$ cat src/rtl/e3_prod_split.sv
// Splits an excess-3 multiplier result (binary product + 3) into tens/units excess-3 digits
// by repeated subtract-10, one step per clock. Optional range check: define E3_RANGE_CHECK_EN.
module e3_prod_split #(
  parameter int MAX_PROD = 81
) (
  input  logic       clk,
  input  logic       rst_n,
  input  logic       in_valid,
  output logic       in_ready,
  input  logic [7:0] in_data,
  output logic       out_valid,
  input  logic       out_ready,
  output logic [7:0] out_digits,
  output logic       out_err
);

  typedef enum logic [1:0] {IDLE, CONV, DONE} state_t;

  state_t     state;
  logic [7:0] rem;
  logic [3:0] tens;
  logic [7:0] digits_q;

`ifdef E3_RANGE_CHECK_EN
  localparam logic [7:0] MAX_P = 8'(MAX_PROD);

  logic err_q;
  logic range_bad;

  // Inputs below the excess-3 bias or above the largest legal product skip conversion.
  assign range_bad = (in_data < 8'd3) || ((in_data - 8'd3) > MAX_P);
  assign out_err   = err_q;
`else
  assign out_err   = 1'b0;
`endif

  assign in_ready   = (state == IDLE);
  assign out_valid  = (state == DONE);
  assign out_digits = digits_q;

  // Tens counts modulo 10, so unchecked inputs come out as (value mod 100).
  always_ff @(posedge clk or negedge rst_n) begin
    if (!rst_n) begin
      state    <= IDLE;
      rem      <= 8'd0;
      tens     <= 4'd0;
      digits_q <= 8'b0011_0011;
`ifdef E3_RANGE_CHECK_EN
      err_q    <= 1'b0;
`endif
    end else begin
      case (state)
        IDLE: begin
          if (in_valid) begin
            rem  <= in_data - 8'd3;
            tens <= 4'd0;
`ifdef E3_RANGE_CHECK_EN
            if (range_bad) begin
              digits_q <= 8'b0011_0011;
              err_q    <= 1'b1;
              state    <= DONE;
            end else begin
              state <= CONV;
            end
`else
            state <= CONV;
`endif
          end
        end
        CONV: begin
          if (rem >= 8'd10) begin
            rem  <= rem - 8'd10;
            tens <= (tens == 4'd9) ? 4'd0 : tens + 4'd1;
          end else begin
            digits_q <= {tens + 4'd3, rem[3:0] + 4'd3};
`ifdef E3_RANGE_CHECK_EN
            err_q    <= 1'b0;
`endif
            state    <= DONE;
          end
        end
        DONE: begin
          if (out_ready) state <= IDLE;
        end
        default: state <= IDLE;
      endcase
    end
  end

endmodule

$ cat config.mk
export PLATFORM = sky130hd
export DESIGN_NAME = e3_prod_split
export DESIGN_NICKNAME = d
export VERILOG_FILES = /design/src/rtl/e3_prod_split.sv
export SDC_FILE = /design/constraint.sdc
export NUM_CORES = 1
export LEC_CHECK = 0
export ABC_AREA = 1
export CAP_MARGIN = 20
export CORE_UTILIZATION = 55
export DETAILED_ROUTE_END_ITERATION = 6
export GPL_TIMING_DRIVEN = 1
export PLACE_DENSITY = 0.77
export SLEW_MARGIN = 20
export SYNTH_ARGS = -nofsm -noshare
export SYNTH_HDL_FRONTEND = slang
export SYNTH_SLANG_ARGS = --single-unit
$ cat constraint.sdc
create_clock -name clk -period 3.3 [get_ports clk]
set_input_delay 0.66 -clock clk [delete_from_list [all_inputs] [get_ports clk]]
set_output_delay 0.66 -clock clk [all_outputs]
set_load 0.02 [all_outputs]
==> impl_metrics.env, run 1 <==
export IMPL_outcome="finished clean"
export IMPL_yosysUniqueCellTypes=28
export IMPL_dp_cells=233
export IMPL_core_area_um2=2522
export IMPL_globalRouteTotalUtil_pct=23.46
export IMPL_clock_fmax_mhz=456.2
export IMPL_dp_hpwl_um=2195
export IMPL_hp_class="in2async"
export IMPL_start_kind="flop"
export IMPL_crit_start="state[0]"
export IMPL_ys_flop_type="dfrtp_1"
export IMPL_final_nets=229
export IMPL_fin_setup_tns_ns=0
export IMPL_instances_no_fill=236
export IMPL_ant_nets=0
export IMPL_period_share_pct=66.43
export IMPL_power_density_nw_per_um2=986.3
export IMPL_gp_congestion=0.8451
export IMPL_use_met2_pct=42.18
export IMPL_cts_setup_buffers=0
export IMPL_p_leak_nw=0.8594
export IMPL_use_met1_pct=28.15
export IMPL_cp_max_fo=4
export IMPL_cts_sinks=22
export IMPL_start_util_pct=59.03
export IMPL_rr_endpoint="rem[5]"
export IMPL_drive_gt1_share_pct=16.99
export IMPL_synth_area_um2=1489
export IMPL_synth_seq_cells=22
export IMPL_use_met3_pct=2.825
export IMPL_cts_buffer_depth=2
export IMPL_grt_first_pass_wirelength_um=4954
export IMPL_vias=1251
export IMPL_grt_max_degree=23
export IMPL_maxSlewViolCount=0
export IMPL_dieWidth_um=54.03
export IMPL_worst_r2r_path_depth=8
export IMPL_async_flop_share_pct=100.0
export IMPL_fp_row_count=18
export IMPL_crit_required_ns=2.64
export IMPL_final_min_clock_period_ns=2.192
export IMPL_tightest_slew_ns=0.5202
export IMPL_final_core_util_pct=68.01
export IMPL_final_setup_viol_count=0
export IMPL_arrival_ns=1.53
export IMPL_hold_viol_final=0
export IMPL_area_growth_pct=15.21
export IMPL_totalWireLength_um=2927
export IMPL_post_route_drc_count=0
export IMPL_cts_tree="yes"
export IMPL_synthesis_nets=207
export IMPL_dieArea_um2=2919
export IMPL_max_slew_margin_pct=65.32
export IMPL_grt_overflow=0
export IMPL_cts_root_buf="clkbuf_4"
export IMPL_final_setup_skew_ns=0.007251
export IMPL_clkLatencyLatePin_ns=0.31
export IMPL_setup_worst_path_end_class="output pin"
export IMPL_syn_instance_count=186
export IMPL_htree_levels=1
export IMPL_rsz0062_at_grt="no"
export IMPL_critical_path_class="reg2out"
export IMPL_ctsResizeCount=0
export IMPL_ios=23
export IMPL_wl_per_cell_um=12.40
export IMPL_mostFrequentLayoutCells="nand2_1 (48), inv_1 (20), clkdlybuf4s50_1 (20), nand3_1 (18), dfrtp_1 (18)"
export IMPL_antenna_found_initial=0
export IMPL_ys_warn_count=0
export IMPL_avgSynthCellArea_um2=8.005
export IMPL_max_cap_violations=0
export IMPL_synth_edf_count=0
export IMPL_reg2reg_from="state[1]"
export IMPL_r2r_setup_slack_ns=1.61
export IMPL_numPortBuffers=21
export IMPL_cts_hold_buf=0
export IMPL_timing_hold_ws_ns=0.2991
export IMPL_grt_pass1_vias=1144
export IMPL_ir_drop_mv=0.7580
export IMPL_die_h_um=54.03
export IMPL_top_usage_layer="met2"
export IMPL_firstDrtPassIters=4
export IMPL_numCtsBuffers=3
export IMPL_final_common_cell="nand2_1"
export IMPL_routed_via_density=5.301
export IMPL_clk_pin_slew_ns=0.13
export IMPL_diodes=0
export IMPL_drtIter0Drc=36
export IMPL_ys_seq_area_share_pct=37.31
[synthesized netlist by cell type (all sizes together), types with 2 or more instances]
library cell	count	area share, %
nand2	55	16
inv	23	5.8
o21ai	21	10
nand3	20	7.4
dfrtp	18	30
nor2	14	3.9
ha	9	7.6
xor2	7	4.1
buf	4	2.6
dfstp	4	7.1
a21oi	2	0.67
nand4	2	0.84
[where the power goes]
group | internal [mW] | total (mW) | switching [mW]
combinational | 0.399 | 1.03 | 0.629
clock | 0.0427 | 0.126 | 0.0833
sequential | 0.412 | 0.538 | 0.126
total | 0.854 | 1.69 | 0.838
[registers in the layout (all words and copies together), names as in the netlist]
register and count:
out_digits 8, rem 8, state 2, tens 4
[cell type report]
cell class              instances  area (um^2)
clock buffers                   3        22.52
fillers                       206        807.0
well taps                      30        37.54
repair buffers                 21        205.2
flip-flops and latches         22        555.5
inverters                      23        86.33
multi-input cells             137        808.3
[metal layers]
metal | part of all wire [%] | wire (um)
met1 | 45 | 1325
met4 | 1.6 | 48
met5 | 0 | 0
met3 | 3.9 | 113
met2 | 49 | 1440
[cells by family after synthesis]
| logic type | Yosys count | share of synthesized area (%) |
|---|---|---|
| fa+ha+maj | 9 | 7.563 |
| compound gates | 26 | 12.27 |
| xor+xnor | 8 | 4.706 |
| buf+inv | 27 | 8.403 |
| flops | 22 | 37.31 |
| simple gates | 93 | 29.50 |
| other cells | 1 | 0.2519 |
[worst max-delay path: stages (launching register included)]
cell	delay, ns
dfrtp_1	0.43
nor2_1	0.17
clkdlybuf4s50_1	0.63
[how the worst max path moves through the flow]
stage,slack [ns],end,cells after the start
floorplan,1.78,rem[4],8
global placement,1.23,rem[4],9
detailed placement,1.18,rem[4],9
CTS,1.10,in_ready,2
global route,1.05,in_ready,2
finish,1.11,in_ready,2
[metrics by stage]
stage          power (mW)  setup slack (ns)  area [um^2]
2_1_floorplan       1.338             1.779         1489
3_3_place_gp        1.538             1.233         1698
3_5_place_dp        1.571             1.177         1698
4_1_cts             1.699             1.097         1720
5_1_grt             1.857             1.045         1715
6_report            1.692             1.108         1715
Power figures use the tool's default switching activity.
==> run 2, diff against run 1 <==
Settings changed: CORE_UTILIZATION 55 to 53, PLACE_DENSITY 0.77 to 0.75.
Clock period 3.3 ns to 2.2 ns, I/O delays scaled along.
==> run 2 against run 1 <==
Worst setup slack got worse by 0.88 ns. Non-clock buffer count rose by 2. Register-to-register slack got worse by 0.96 ns. Count of clock-buffer cells in the layout did not move. Highest routed layer unchanged. Sequential cell count did not move. Largest power group unchanged. Clock power rose by 150%. Die area rose by 3.6%. Sequential share of layout area fell by 0.92 points. Core utilization rose by 0.76 points. Cell count rose by 1.3%. Hold slack improved by 0.15 ns. Combinational power rose by 52%.
==> impl_metrics.env, run 2 (synthesized netlist as in run 1, its figures left out) <==
export IMPL_numPortBuffers=21
export IMPL_final_common_cell="nand2_1"
export IMPL_arrival_ns=1.54
export IMPL_cts_sinks=22
export IMPL_area_growth_pct=18.57
export IMPL_outcome="finished clean"
export IMPL_start_util_pct=57.99
export IMPL_final_core_util_pct=68.76
export IMPL_ctsResizeCount=0
export IMPL_final_setup_skew_ns=0.003943
export IMPL_dieArea_um2=3025
export IMPL_fill_cells=231
export IMPL_clkLatencyLatePin_ns=0.30
export IMPL_routed_via_density=5.180
export IMPL_ant_nets=0
export IMPL_rsz0062_at_grt="no"
export IMPL_ir_drop_mv=0.9737
export IMPL_seqCellArea_um2=555.5
export IMPL_power_density_nw_per_um2=1523
export IMPL_drtIter0Drc=18
export IMPL_grt_first_pass_wirelength_um=4726
export IMPL_mostFrequentLayoutCells="nand2_1 (48), clkdlybuf4s50_1 (21), inv_1 (20), nand3_1 (18), dfrtp_1 (18)"
export IMPL_cts_setup_buffers=0
export IMPL_globalRouteTotalUtil_pct=22.13
export IMPL_firstDrtPassIters=4
export IMPL_drive_gt1_share_pct=17.70
export IMPL_crit_end="in_ready"
export IMPL_use_met3_pct=2.459
export IMPL_cts_hold_buf=0
export IMPL_tightest_slew_ns=0.4975
export IMPL_top_usage_layer="met2"
export IMPL_p_leak_nw=0.8833
export IMPL_critical_path_class="reg2out"
export IMPL_use_met2_pct=41.16
export IMPL_core_area_um2=2567
export IMPL_totalWireLength_um=2918
export IMPL_die_h_um=55
export IMPL_clock_fmax_mhz=506.3
export IMPL_hold_viol_final=0
export IMPL_final_setup_viol_count=0
export IMPL_crit_start="state[0]"
export IMPL_r2r_setup_slack_ns=0.65
export IMPL_htree_levels=1
export IMPL_clk_pin_slew_ns=0.13
export IMPL_final_min_clock_period_ns=1.975
export IMPL_grt_pass1_vias=1109
export IMPL_wl_per_cell_um=12.21
export IMPL_period_share_pct=89.78
export IMPL_maxSlewViolCount=0
export IMPL_reg2reg_from="rem[0]"
export IMPL_numCtsBuffers=3
export IMPL_dieWidth_um=55
export IMPL_diodes=0
export IMPL_max_cap_violations=0
export IMPL_max_slew_margin_pct=66.73
export IMPL_ios=23
export IMPL_fin_setup_tns_ns=0
export IMPL_rr_endpoint="tens[2]"
export IMPL_cts_buffer_depth=2
export IMPL_antenna_found_initial=0
export IMPL_dp_hpwl_um=2275
export IMPL_post_route_drc_count=0
export IMPL_hp_class="in2async"
export IMPL_grt_overflow=0
export IMPL_setup_worst_path_end_class="output pin"
export IMPL_start_kind="flop"
export IMPL_vias=1238
export IMPL_multi_input_area_um2=808.3
export IMPL_worst_r2r_path_depth=8
export IMPL_cp_max_fo=4
export IMPL_cts_root_buf="clkbuf_4"
export IMPL_gp_congestion=0.8585
export IMPL_use_met1_pct=26.13
export IMPL_fp_row_count=18
export IMPL_grt_max_degree=19
export IMPL_cts_tree="yes"
export IMPL_final_nets=231
export IMPL_crit_required_ns=1.76
## run 2: changes by cell type in the layout (fill, tap and decap cells not counted), sizes merged
cell	change
clkdlybuf4s50	+1
buf	+1
bufinv	+1
## run 2: metal layers
| layer | vias up | wire, um |
|---|---|---|
| met5 | - | 0 |
| met4 | 0 | 15 |
| met3 | 2 | 79 |
| met2 | 15 | 1517 |
| met1 | 581 | 1306 |
| li1 | 640 | - |
## run 2: metrics by stage
step,hold slack (ns),power (mW),instances,cell area [um^2],setup WS [ns]
final,0.4494,2.689,239,1765,0.2248
after global routing,0.4833,2.945,239,1765,0.1354
after CTS,0.4616,2.718,239,1765,0.1936
after detailed placement,0.4718,2.401,235,1713,0.3139
after global placement,0.4650,2.326,235,1713,0.3652
after floorplan,0.1444,2.007,186,1489,0.7922
## run 2: area by class of cell
class	instances	share of cell area (%)
multi-input combinational	137	45.78
sequential	22	31.47
timing repair buffer	23	12.76
inverter	23	4.890
tap	30	2.126
clock inverter	1	1.701
clock buffer	3	1.276
## run 2: how the worst min path moves through the flow
stage / startpoint / to / slack, ns / cells after the start
floorplan: rst_n / out_digits[2] / 0.14 / 0
global placement: out_digits[3] / out_digits[3] / 0.46 / 2
detailed placement: out_digits[0] / out_digits[0] / 0.47 / 2
CTS: rst_n / state[1] / 0.46 / 1
global route: rst_n / state[1] / 0.48 / 1
finish: rst_n / out_digits[2] / 0.45 / 1
## run 2: worst max-delay path: stages (launching register included)
cell             delay, ns
dfrtp_1               0.42
nor2_1                0.18
clkdlybuf4s50_1       0.63
## run 2: power breakdown
part           internal, mW  leakage [nW]  total [mW]  switching, mW
combinational         0.618         0.586        1.57          0.953
sequential            0.617         0.269       0.809          0.192
clock                 0.184        0.0279       0.309          0.125
total                  1.42         0.883        2.69           1.27
==> run 3, diff against run 2 <==
Settings changed: CAP_MARGIN 20 to default, REMOVE_ABC_BUFFERS from default to 1, SLEW_MARGIN 20 to default.
==> run 3 against run 2 <==
Power down 2.7%. Critical path depth unchanged. Cell area down 0.92%. Hold slack improved by 0.0039 ns. First-iteration DRC count up 17%. Cell count stayed put. Worst setup slack got worse by 0.0068 ns. Non-clock buffer count did not move. Core utilization decreased by 0.63 points. Critical endpoint unchanged.
==> impl_metrics.env, run 3 (synthesized netlist as in run 1, its figures left out) <==
export IMPL_numPortBuffers=21
export IMPL_gp_congestion=0.8413
export IMPL_vias=1267
export IMPL_fin_setup_tns_ns=0
export IMPL_clk_pin_slew_ns=0.13
export IMPL_dp_cells=235
export IMPL_r2r_setup_slack_ns=0.68
export IMPL_maxSlewViolCount=0
export IMPL_dieArea_um2=3025
export IMPL_clock_fmax_mhz=504.5
export IMPL_wl_per_cell_um=12.81
export IMPL_cts_root_buf="clkbuf_4"
export IMPL_die_h_um=55
export IMPL_diodes=0
export IMPL_final_min_clock_period_ns=1.982
export IMPL_htree_levels=1
export IMPL_ant_nets=0
export IMPL_final_setup_skew_ns=0.009947
export IMPL_area_growth_pct=17.48
export IMPL_core_area_um2=2567
export IMPL_cp_slowest_stage_delay_ns=0.63
export IMPL_reg2reg_from="rem[0]"
export IMPL_drive_gt1_share_pct=17.70
export IMPL_cp_top_family="buffers and inverters"
export IMPL_arrival_ns=1.54
export IMPL_critPathBufInv=1
export IMPL_grt_overflow=0
export IMPL_dieWidth_um=55
export IMPL_grt_pass1_vias=1255
export IMPL_firstDrtPassIters=4
export IMPL_worst_r2r_path_depth=8
export IMPL_globalRouteTotalUtil_pct=24.38
export IMPL_max_cap_violations=0
export IMPL_place_area_um2=1713
export IMPL_start_kind="flop"
export IMPL_hp_class="in2async"
export IMPL_period_share_pct=90.09
export IMPL_final_area_um2=1749
export IMPL_cts_setup_buffers=0
export IMPL_final_core_util_pct=68.13
export IMPL_cts_buffer_depth=2
export IMPL_ir_drop_mv=1.012
export IMPL_clkLatencyLatePin_ns=0.32
export IMPL_numCtsBuffers=3
export IMPL_ios=23
export IMPL_grt_max_degree=23
export IMPL_hold_viol_final=0
export IMPL_rr_endpoint="rem[3]"
export IMPL_final_setup_viol_count=0
export IMPL_instances_no_fill=239
export IMPL_crit_required_ns=1.76
export IMPL_drtIter0Drc=21
export IMPL_cts_sinks=22
export IMPL_cp_max_fo=4
export IMPL_final_nets=231
export IMPL_mostFrequentLayoutCells="nand2_1 (48), clkdlybuf4s50_1 (21), inv_1 (20), nand3_1 (18), dfrtp_1 (18)"
export IMPL_p_leak_nw=0.8763
export IMPL_dp_hpwl_um=2375
export IMPL_crit_path_cell_trace="nor2_1 > clkdlybuf4s50_1"
export IMPL_setup_worst_path_end_class="output pin"
export IMPL_outcome="finished clean"
export IMPL_rsz0062_at_grt="no"
export IMPL_cts_tree="yes"
export IMPL_start_util_pct=57.99
export IMPL_critical_path_class="reg2out"
export IMPL_post_route_drc_count=0
export IMPL_routed_via_density=5.301
export IMPL_fp_row_count=18
export IMPL_grt_first_pass_wirelength_um=5181
export IMPL_antenna_found_initial=0
export IMPL_ctsResizeCount=0
export IMPL_final_common_cell="nand2_1"
export IMPL_cts_hold_buf=0
export IMPL_power_density_nw_per_um2=1495
export IMPL_totalWireLength_um=3061
export IMPL_cp_slowest_cell="clkdlybuf4s50_1"
## run 3: worst reg2reg max path: stages, from the launching register on
cell,delay (ns)
dfrtp_1,0.44
inv_1,0.09
ha_1,0.20
nand3_1,0.10
nand3_2,0.12
nand2_4,0.13
nand2_4,0.16
nand2_1,0.13
o21ai_2,0.05
## run 3: per-stage QoR
stage          power, mW  hold slack [ns]  setup slack [ns]
4_1_cts            2.643           0.4708            0.2073
6_report           2.615           0.4533            0.2180
3_5_place_dp       2.404           0.4728            0.3086
3_3_place_gp       2.325           0.4646            0.3699
2_1_floorplan      1.934           0.1444            0.7702
5_1_grt            2.866           0.5037            0.1486
## run 3: report_power, final
part	switching, mW	leakage, nW	internal [mW]
Clock	0.133	0.0210	0.101
Sequential	0.196	0.269	0.618
Combinational	0.951	0.586	0.616
## run 3: worst max-delay path by stage
| stage | cells after the start | end | from |
|---|---|---|---|
| final | 2 | in_ready | state[0] |
| after floorplan | 6 | rem[5] | state[0] |
| after global routing | 2 | in_ready | state[0] |
| after detailed placement | 9 | rem[4] | in_data[0] |
| after CTS | 2 | in_ready | state[0] |
| after global placement | 9 | rem[4] | in_data[0] |
## run 3: metal layers
metal | vias up | track usage (%) | wire [um]
li1 | 637 | - | -
met1 | 601 | 27.07 | 1315
met4 | 0 | 10.83 | 42
met5 | - | 0 | 0
met2 | 24 | 45.38 | 1601
met3 | 5 | 3.552 | 100
## run 3: layout make-up
class / instances / area (um^2)
Clock buffer: 4 / 36.28
Fill cell: 231 / 818.3
Inverter: 23 / 86.33
Multi-Input combinational cell: 137 / 808.3
Sequential cell: 22 / 555.5
Tap cell: 30 / 37.54
Timing Repair Buffer: 23 / 225.2
